$ cat config.mk
export PLATFORM = sky130hd
export DESIGN_NAME = sensor_reader
export DESIGN_NICKNAME = d
export VERILOG_FILES = /design/src/rtl/sensor_pkg.sv /design/src/rtl/sensor_debounce.sv /design/src/rtl/sensor_reader.sv
export SDC_FILE = /design/constraint.sdc
export NUM_CORES = 1
export LEC_CHECK = 0
export BUFFER_PORTS_ARGS = -buffer_cell sky130_fd_sc_hd__buf_2
export CORE_ASPECT_RATIO = 0.7
export CORE_UTILIZATION = 44
export CTS_CLUSTER_DIAMETER = 100
export CTS_CLUSTER_SIZE = 25
export DETAILED_ROUTE_END_ITERATION = 8
export PLACE_DENSITY = 0.68
export SETUP_SLACK_MARGIN = 0.02
export SLEW_MARGIN = 40
export SYNTH_ARGS = -nofsm -noshare
export SYNTH_HDL_FRONTEND = slang
export SYNTH_HIERARCHICAL = 1
export SYNTH_SLANG_ARGS = --single-unit
$ cat constraint.sdc
create_clock -name CLK -period 2 [get_ports CLK]
set_input_delay 0.5 -clock CLK [delete_from_list [all_inputs] [get_ports CLK]]
set_output_delay 0.5 -clock CLK [all_outputs]
set_load 0.01 [all_outputs]
$ cat src/rtl/sensor_pkg.sv
`default_nettype none
//============================================================================
// Module   : sensor_pkg
// Purpose  : Shared types and default sizing for the sensor reader slice.
// Config   : SENSOR_READER_FALL_EN (used by sensor_reader) -- report falling edges
// Revision : 1.0  initial release
//============================================================================
package sensor_pkg;

   // Debounce FSM states
   typedef enum logic [1:0] {
      ST_LO   = 2'd0,
      ST_RISE = 2'd1,
      ST_HI   = 2'd2,
      ST_FALL = 2'd3
   } deb_state_t;

   localparam int DEB_CYCLES_DEF = 4;
   localparam int TS_W_DEF       = 16;
   localparam int CNT_W_DEF      = 16;

   // Width of a counter that must hold 0 .. n-1 (never narrower than 1 bit)
   function automatic int cnt_width(input int n);
      return (n > 1) ? $clog2(n) : 1;
   endfunction

endpackage
`default_nettype wire

$ cat src/rtl/sensor_debounce.sv
`default_nettype none
//============================================================================
// Module   : sensor_debounce
// Purpose  : Debounces the sensor Z line. A new level is accepted after
//            DEB_CYCLES consecutive identical samples; rise/fall strobe
//            high for exactly the cycle whose sample qualifies the edge.
// Revision : 1.0  initial release
//============================================================================
module sensor_debounce
   import sensor_pkg::*;
#(
   parameter int DEB_CYCLES = DEB_CYCLES_DEF
) (
   input  logic clk,
   input  logic rst,
   input  logic sens,
   output logic level,
   output logic rise,
   output logic fall
);

   localparam int            DW    = cnt_width(DEB_CYCLES);
   localparam logic [DW-1:0] DLAST = DW'(DEB_CYCLES - 1);

   deb_state_t    state;
   logic [DW-1:0] dcnt;

   // Strobes are combinational so the record slot can load on the same edge
   // that moves LEVEL; with DEB_CYCLES=1 a single opposite sample qualifies.
   assign rise = sens &&
                 (((state == ST_LO) && (DEB_CYCLES == 1)) ||
                  ((state == ST_RISE) && (dcnt == DLAST)));
   assign fall = !sens &&
                 (((state == ST_HI) && (DEB_CYCLES == 1)) ||
                  ((state == ST_FALL) && (dcnt == DLAST)));

   // Debounce FSM; LEVEL holds the last accepted level, so the pending
   // states ST_RISE/ST_FALL keep reporting the old one until qualification.
   always_ff @(posedge clk) begin
      if (rst) begin
         state <= ST_HI;
         dcnt  <= '0;
         level <= 1'b1;
      end else begin
         if (rise)
            level <= 1'b1;
         else if (fall)
            level <= 1'b0;

         case (state)
            ST_LO: begin
               if (sens) begin
                  if (DEB_CYCLES == 1) begin
                     state <= ST_HI;
                     dcnt  <= '0;
                  end else begin
                     state <= ST_RISE;
                     dcnt  <= DW'(1);
                  end
               end
            end
            ST_RISE: begin
               if (!sens) begin
                  state <= ST_LO;
                  dcnt  <= '0;
               end else if (dcnt == DLAST) begin
                  state <= ST_HI;
                  dcnt  <= '0;
               end else begin
                  dcnt  <= dcnt + 1'b1;
               end
            end
            ST_HI: begin
               if (!sens) begin
                  if (DEB_CYCLES == 1) begin
                     state <= ST_LO;
                     dcnt  <= '0;
                  end else begin
                     state <= ST_FALL;
                     dcnt  <= DW'(1);
                  end
               end
            end
            ST_FALL: begin
               if (sens) begin
                  state <= ST_HI;
                  dcnt  <= '0;
               end else if (dcnt == DLAST) begin
                  state <= ST_LO;
                  dcnt  <= '0;
               end else begin
                  dcnt  <= dcnt + 1'b1;
               end
            end
            default: begin
               state <= ST_HI;
               dcnt  <= '0;
            end
         endcase
      end
   end

endmodule
`default_nettype wire

$ cat src/rtl/sensor_reader.sv
`default_nettype none
//============================================================================
// Module   : sensor_reader
// Purpose  : Consumer end of the sensor line: debounce, timestamp qualified
//            edges, present them as a single valid/ready record, count
//            events and flag drops with a sticky overflow.
// Config   : SENSOR_READER_FALL_EN defined  -> falling edges reported too
//            undefined (default)            -> rising edges only, EV_RISE=1
// Revision : 1.0  initial release
//============================================================================
module sensor_reader
   import sensor_pkg::*;
#(
   parameter int DEB_CYCLES = DEB_CYCLES_DEF,
   parameter int TS_W       = TS_W_DEF,
   parameter int CNT_W      = CNT_W_DEF
) (
   input  logic             CLK,
   input  logic             MR,
   input  logic             SENS,
   output logic             LEVEL,
   output logic             EV_VALID,
   input  logic             EV_READY,
   output logic [TS_W-1:0]  EV_TS,
   output logic             EV_RISE,
   output logic [CNT_W-1:0] EV_CNT,
   output logic             OVF
);

   logic            rise;
   logic            fall;
   logic            ev;
   logic            load;
   logic [TS_W-1:0] ts;

   sensor_debounce #(
      .DEB_CYCLES (DEB_CYCLES)
   ) u_debounce (
      .clk   (CLK),
      .rst   (MR),
      .sens  (SENS),
      .level (LEVEL),
      .rise  (rise),
      .fall  (fall)
   );

`ifdef SENSOR_READER_FALL_EN
   assign ev = rise | fall;

   // Edge direction travels with the record; frozen while the slot is held
   always_ff @(posedge CLK) begin
      if (MR)
         EV_RISE <= 1'b0;
      else if (load)
         EV_RISE <= rise;
   end
`else
   logic unused_fall;

   assign ev          = rise;
   assign unused_fall = fall;
   assign EV_RISE     = 1'b1;
`endif

   // Slot is free when empty or being drained by the consumer this very cycle
   assign load = ev && (!EV_VALID || EV_READY);

   // Timestamp counter, record slot, event counter and sticky overflow
   always_ff @(posedge CLK) begin
      if (MR) begin
         ts       <= '0;
         EV_VALID <= 1'b0;
         EV_TS    <= '0;
         EV_CNT   <= '0;
         OVF      <= 1'b0;
      end else begin
         ts <= ts + 1'b1;
         if (ev)
            EV_CNT <= EV_CNT + 1'b1;
         if (load) begin
            EV_VALID <= 1'b1;
            EV_TS    <= ts;
         end else if (ev) begin
            OVF      <= 1'b1;
         end else if (EV_VALID && EV_READY) begin
            EV_VALID <= 1'b0;
         end
      end
   end

endmodule
`default_nettype wire
==> results of run 1 <==
==> cell families (layout without fill, tap and decap cells) <==
logic type | Yosys count | after routing
and+or+nand+nor | 103 | 103
AOI/OAI and AO/OA | 65 | 65
DFF | 55 | 55
buffers and inverters | 23 | 70
muxes | 10 | 10
xor gates and xnor gates | 8 | 8
adders and majority gates | 3 | 3
other | 1 | 1
==> synthesized netlist by cell type <==
cell,number
a21oi_2,1
buf_4,1
o31ai_1,8
nor3_1,1
or3b_1,1
o21bai_1,1
mux2_1,2
buf_6,1
nand2_1,11
o21ai_0,21
nand4_2,2
a211oi_1,1
ha_1,3
nor4_1,9
nand3_2,2
a21oi_1,31
mux2_2,7
nand2b_1,1
nand4_1,5
xor2_1,5
inv_1,7
dfxtp_1,55
a31oi_1,1
nor2_1,21
mux2i_1,1
clkbuf_1,9
conb_1,1
nor3b_1,1
buf_1,3
nand3_1,24
nand4_4,1
nor2b_1,11
a41oi_1,1
or3_1,5
or4_1,8
buf_2,2
xnor2_1,3
==> cell type report <==
class / instances / area, um2 / share of cell area (%)
multi-input cells: 190 / 1220 / 42.2
flip-flops and latches: 55 / 1110 / 38.3
repair buffers: 54 / 318 / 11.0
well taps: 69 / 86.3 / 2.99
clock buffers: 6 / 82.6 / 2.86
clock inverters: 2 / 38.8 / 1.34
inverters: 7 / 30.0 / 1.04
repair inverters: 1 / 7.51 / 0.260
==> per-layer routing <==
| metal | vias to the layer above | global-route usage (%) |
|---|---|---|
| li1 | 1059 | - |
| met1 | 996 | 28.0 |
| met2 | 44 | 28.5 |
| met3 | 4 | 3.93 |
| met4 | 0 | 4.17 |
| met5 | - | 0 |
==> power groups by stage <==
| stage | Sequential [mW] | Combinational (mW) | Clock [mW] |
|---|---|---|---|
| 2_1_floorplan | 1.14 | 0.0337 | 0 |
| 3_3_place_gp | 1.14 | 0.0511 | 0 |
| 3_5_place_dp | 1.14 | 0.0521 | 0 |
| 4_1_cts | 1.11 | 0.0539 | 0.792 |
| 5_1_grt | 1.12 | 0.0639 | 0.855 |
| 6_report | 1.11 | 0.0571 | 0.776 |
==> worst paths after layout <==
check	slack, ps	endpoint	depth (start not counted)	start
worst max-delay path	40	EV_CNT[9]$_SDFFE_PP0P_	7	u_debounce/dcnt[1]$_SDFFE_PP0P_
worst min-delay path	480	EV_TS[1]$_SDFFE_PP0P_	2	EV_TS[1]$_SDFFE_PP0P_
worst max register to register	40	EV_CNT[9]$_SDFFE_PP0P_	7	u_debounce/dcnt[1]$_SDFFE_PP0P_
worst min register to register	480	EV_TS[1]$_SDFFE_PP0P_	2	EV_TS[1]$_SDFFE_PP0P_
==> stage by stage <==
stage                     hold WS (ps)  setup slack, ps  power (mW)  util (%)
after CTS                          480             40.2        1.96      56.8
after floorplan                    443              124        1.17         -
final                              478             42.7        1.95      58.2
after global placement             448            -49.3        1.19      53.6
after global routing               503            -25.5        2.03      58.2
after detailed placement           465             -138        1.19      53.6
==> worst max-delay path, delay by kind of cell, from the launching register on <==
kind	cells	cell delay (ps)
AO/OA/AOI/OAI	1	140
adder cells (fa/ha/maj)	1	160
buffers and inverters	1	170
flip-flops	1	370
AND/OR/NAND/NOR	4	1030
==> flip-flops by register name, indices dropped and copies added, names as in the netlist, named ones only <==
name / cells
EV_CNT: 16
u_debounce/dcnt: 2
EV_TS: 16
ts: 16
u_debounce/state: 1
u_debounce/level: 1
EV_VALID: 1
OVF: 1
==> what timing repair did <==
action,CTS,global route
setup endpoints to repair,23,13
buffers inserted,2,2
gates resized for setup,5,12
cloned,0,1
pin swaps,2,5
==> impl_metrics.yaml, run 1 <==
setup_path:
  cp.arrival_ps: 2190
  endpoint_kind: "flop"
  crit_type: "reg -> reg"
  critPathLaunchType: "flop"
  slowest_stage: "or4_4"
  max_stage_delay_ps: 480
  path_cells: "ha_4 > nand2_4 > nor3b_4 > nand4_4 > buf_6 > or4_4 > a21oi_2"
  crit_fanout: 5
  worst-endpoint-required_ps: 2230
clock_tree:
  clockBufferDepth: 2
  path_clk_slew_ps: 100
  cts_sinks: 55
  cts_hold_buf: 0
  cts_buffers: 5
  ctsRootBufferMaster: "clkbuf_8"
  h-tree-depth: 2
  clk_latency_ps: 310
  cts_tree: "done"
flow_run:
  cap_violations: 0
sta:
  period_share_pct: 97.9
  skew_ps: 8.01
  rsz0062_at_grt: "true"
  min_period_ps: 1960
  tightest_slew_ps: 631
  setup_violations: 0
  fmax_mhz: 511
  setup_tns_ps: 0
  finalHoldViolCount: 0
  slew_viol_final: 0
  maxSlewHeadroom_pct: 57.9
placed_design:
  dpl_cell_area_um2: 2660
  post-place-cells: 371
  dp_hpwl_um: 3530
  gp_congestion: 0.763
  portBuffers: 38
layout:
  final_cells: 384
  design_area_um2: 2890
  layout_common_cells: "dfxtp_1, buf_2, a21oi_1"
  syn_to_final_growth_pct: 22.1
  final_common_cell: "dfxtp_1"
  fin_nets: 321
  layout-drive-gt1-share_pct: 27.6
  fillCellCount: 452
  n_antenna_cell: 0
pwr:
  internal_power_mw: 1.54
  p_sw_uw: 409
  p_clk_share_pct: 39.9
  peakVddDrop_mv: 0.452
  combPwrFrac_pct: 2.9
  netSwitchingFraction_pct: 21.0
  p_leak_nw: 1.14
  powerDensity_nw_per_um2: 674
  seq_power_share_pct: 57.2
logic_synthesis:
  synthAdderAreaFrac_pct: 1.59
  ys_types: 37
  synth_top_area_share_pct: 46.6
  syn_nets: 275
  yosys.area_share.simple_pct: 24.6
  synthCells: 268
  synth_area_leader_cell: "dfxtp_1"
  synth-seq-cells: 55
  synth.avg_cell_area_um2: 8.82
  synth_compound_area_share_pct: 15.2
  synthXorXnorAreaFrac_pct: 2.96
  ys.warnings.count: 6
  yosysSeqAreaShare_pct: 46.6
  synth_mux_area_share_pct: 4.71
  netlist_top_cells_area: "dfxtp_1, a21oi_1, nand3_1"
  synth_top_family_by_area: "simple AND/OR/NAND/NOR gates"
  syn_area_um2: 2360
detailed_routing:
  firstDrtPassIters: 4
  wl_met3_um: 227
  m1WireLength_um: 2620
  wl_per_cell_um: 13.6
  route.met2.wl_um: 2360
  drt_wl_total_um: 5230
  highest_layer: "met4"
  vias: 2103
  drc: 0
  ant_nets: 0
  drt_iter0_markers: 102
  avgViaCountPerCell: 5.48
floorplan:
  initial_core_util_pct: 47.6
  chipHeight_um: 63.3
  dieArea_um2: 5680
  rows: 21
  core_area_um2: 4970
  io_pins: 40
  die_x_um: 89.6
global_route:
  antenna_found_initial: 0
  grt_max_degree: 37
  grt_pass1_wl_um: 8480
  grt.total_usage_pct: 19.1
  grt_pass1_vias: 1773
  overflow: 0
worst_hold_path:
  hold_class: "reg -> reg"
run_status:
  status: "completed"
Note: power is estimated with default switching activity, not from simulation.
==> run 2, diff against run 1 <==
--- a/config.mk
+++ b/config.mk
@@ -8,6 +8,7 @@
 export BUFFER_PORTS_ARGS = -buffer_cell sky130_fd_sc_hd__buf_2
 export CORE_ASPECT_RATIO = 0.7
 export CORE_UTILIZATION = 44
+export CTS_BUF_LIST = sky130_fd_sc_hd__clkbuf_16
 export CTS_CLUSTER_DIAMETER = 100
 export CTS_CLUSTER_SIZE = 25
 export DETAILED_ROUTE_END_ITERATION = 8
==> impl_metrics.yaml, run 2 (synthesis results as in run 1) <==
pwr:
  powerDensity_nw_per_um2: 738
  peakVddDrop_mv: 0.438
  p_leak_nw: 1.14
  p_total_mw: 2.15
global_route:
  use_met2_pct: 29.5
  overflow: 0
  grt.total_usage_pct: 19.2
  grt_max_degree: 37
  grt_pass1_vias: 1807
  use_met3_pct: 4.33
  grt_pass1_wl_um: 8540
  grt_use_met1_pct: 27.3
  grt-busiest-layer: "met2"
  antenna_found_initial: 0
floorplan:
  dieArea_um2: 5680
  die_x_um: 89.6
  core_area_um2: 4970
  initial_core_util_pct: 47.6
  rows: 21
  chipHeight_um: 63.3
  io_pins: 40
clock_tree:
  cts_sinks: 55
  ctsRootBufferMaster: "clkbuf_16"
  cts_buffers: 5
  cts_hold_buf: 0
  h-tree-depth: 2
  clockBufferDepth: 2
  cts_tree: "done"
  path_clk_slew_ps: 70
  clk_latency_ps: 290
sta:
  fin_ws_ps: 44.3
  fmax_mhz: 511
  min_period_ps: 1960
  setup_violations: 0
  slew_viol_final: 0
  finalHoldViolCount: 0
  setup_tns_ps: 0
  skew_ps: 5.50
  maxSlewHeadroom_pct: 58.4
  period_share_pct: 97.8
  tightest_slew_ps: 624
  rsz0062_at_grt: "true"
setup_path:
  crit_type: "reg -> reg"
  endpoint_kind: "flop"
  rr_endpoint: "EV_CNT[7]$_SDFFE_PP0P_"
  r2r_setup_slack_ps: 40
  worstSetupEndpoint: "EV_CNT[7]$_SDFFE_PP0P_"
  r2r-start: "u_debounce/dcnt[1]$_SDFFE_PP0P_"
  rr_worst_depth: 7
  cp.arrival_ps: 2180
  crit_fanout: 5
  worst-endpoint-required_ps: 2230
  critPathLaunchType: "flop"
  cp-startpoint: "u_debounce/dcnt[1]$_SDFFE_PP0P_"
placed_design:
  dpl_worst_slack_ps: -138
  dp_hpwl_um: 3530
  gp_congestion: 0.763
  dpl_cell_area_um2: 2660
  portBuffers: 38
detailed_routing:
  avgViaCountPerCell: 5.47
  ant_nets: 0
  firstDrtPassIters: 5
  wl_per_cell_um: 13.6
  drt_wl_total_um: 5210
  vias: 2102
  drt_iter0_markers: 67
  drc: 0
run_status:
  status: "completed"
layout:
  n_antenna_cell: 0
  multi_input_area_um2: 1200
  design_area_um2: 2910
  layout-drive-gt1-share_pct: 26.3
  final_core_utilization_pct: 58.6
  fin_nets: 321
  layout.area.seq_um2: 1110
  layout_common_cells: "dfxtp_1, buf_2, a21oi_1"
  top_regs: "EV_CNT (16), EV_TS (16), ts (16)"
  syn_to_final_growth_pct: 23.1
  fillCellCount: 463
  final_common_cell: "dfxtp_1"
worst_hold_path:
  hold_class: "reg -> reg"
flow_run:
  cap_violations: 0
-- run 2: cell types whose count changed in the layout (fill, tap and decap cells not counted), sizes merged --
cell | before | now
clkinv | 0 | 1
clkbuf | 6 | 5
-- run 2: worst min-delay path by stage --
stage	start	slack (ps)	endpoint	depth (start not counted)
floorplan	u_debounce/dcnt[0]$_SDFFE_PP0P_	440	u_debounce/dcnt[0]$_SDFFE_PP0P_	1
CTS	EV_TS[3]$_SDFFE_PP0P_	480	EV_TS[3]$_SDFFE_PP0P_	2
global placement	OVF$_SDFFE_PP0P_	450	OVF$_SDFFE_PP0P_	2
global route	EV_TS[5]$_SDFFE_PP0P_	500	EV_TS[5]$_SDFFE_PP0P_	2
detailed placement	EV_TS[3]$_SDFFE_PP0P_	470	EV_TS[3]$_SDFFE_PP0P_	2
finish	EV_TS[1]$_SDFFE_PP0P_	470	EV_TS[1]$_SDFFE_PP0P_	2
-- run 2: layer usage --
layer  wire (um)  part of all wire [%]
met1        2620                    50
met2        2310                    44
met3         238                   4.6
met4          40                  0.77
met5           0                     0
-- run 2: critical path, cell delays in order, from the launching register on --
cell and delay (ps):
dfxtp_2 360, ha_4 150, nand2_2 80, nor3b_4 310
nand4_4 180, buf_4 190, or4_1 490, a21oi_2 150
-- run 2: area by class of cell --
class / count / share of cell area [%]
inverters: 7 / 1.03
clock buffers: 5 / 4.30
repair buffers: 54 / 10.8
repair inverters: 1 / 0.258
flip-flops and latches: 55 / 38.0
clock inverters: 3 / 1.46
multi-input cells: 190 / 41.2
well taps: 69 / 2.97
-- run 2: per-stage QoR --
stage	hold WS (ps)	std cells
finish	473	384
detailed placement	465	371
floorplan	443	268
CTS	475	381
global placement	448	371
global route	497	384
-- run 2: repair_timing --
| item | 4_1_cts | 5_1_grt |
|---|---|---|
| endpoints found under the setup margin | 21 | 11 |
| cloned | 0 | 1 |
| setup buffers | 2 | 2 |
| pin swaps | 2 | 4 |
| resized for setup | 5 | 7 |
-- run 2: power by group --
group	internal, mW	switching (mW)	total [mW]	leakage [nW]
clock	0.591	0.386	0.977	0.0818
combinational	0.0220	0.0354	0.0573	0.615
sequential	1.10	0.0103	1.11	0.445
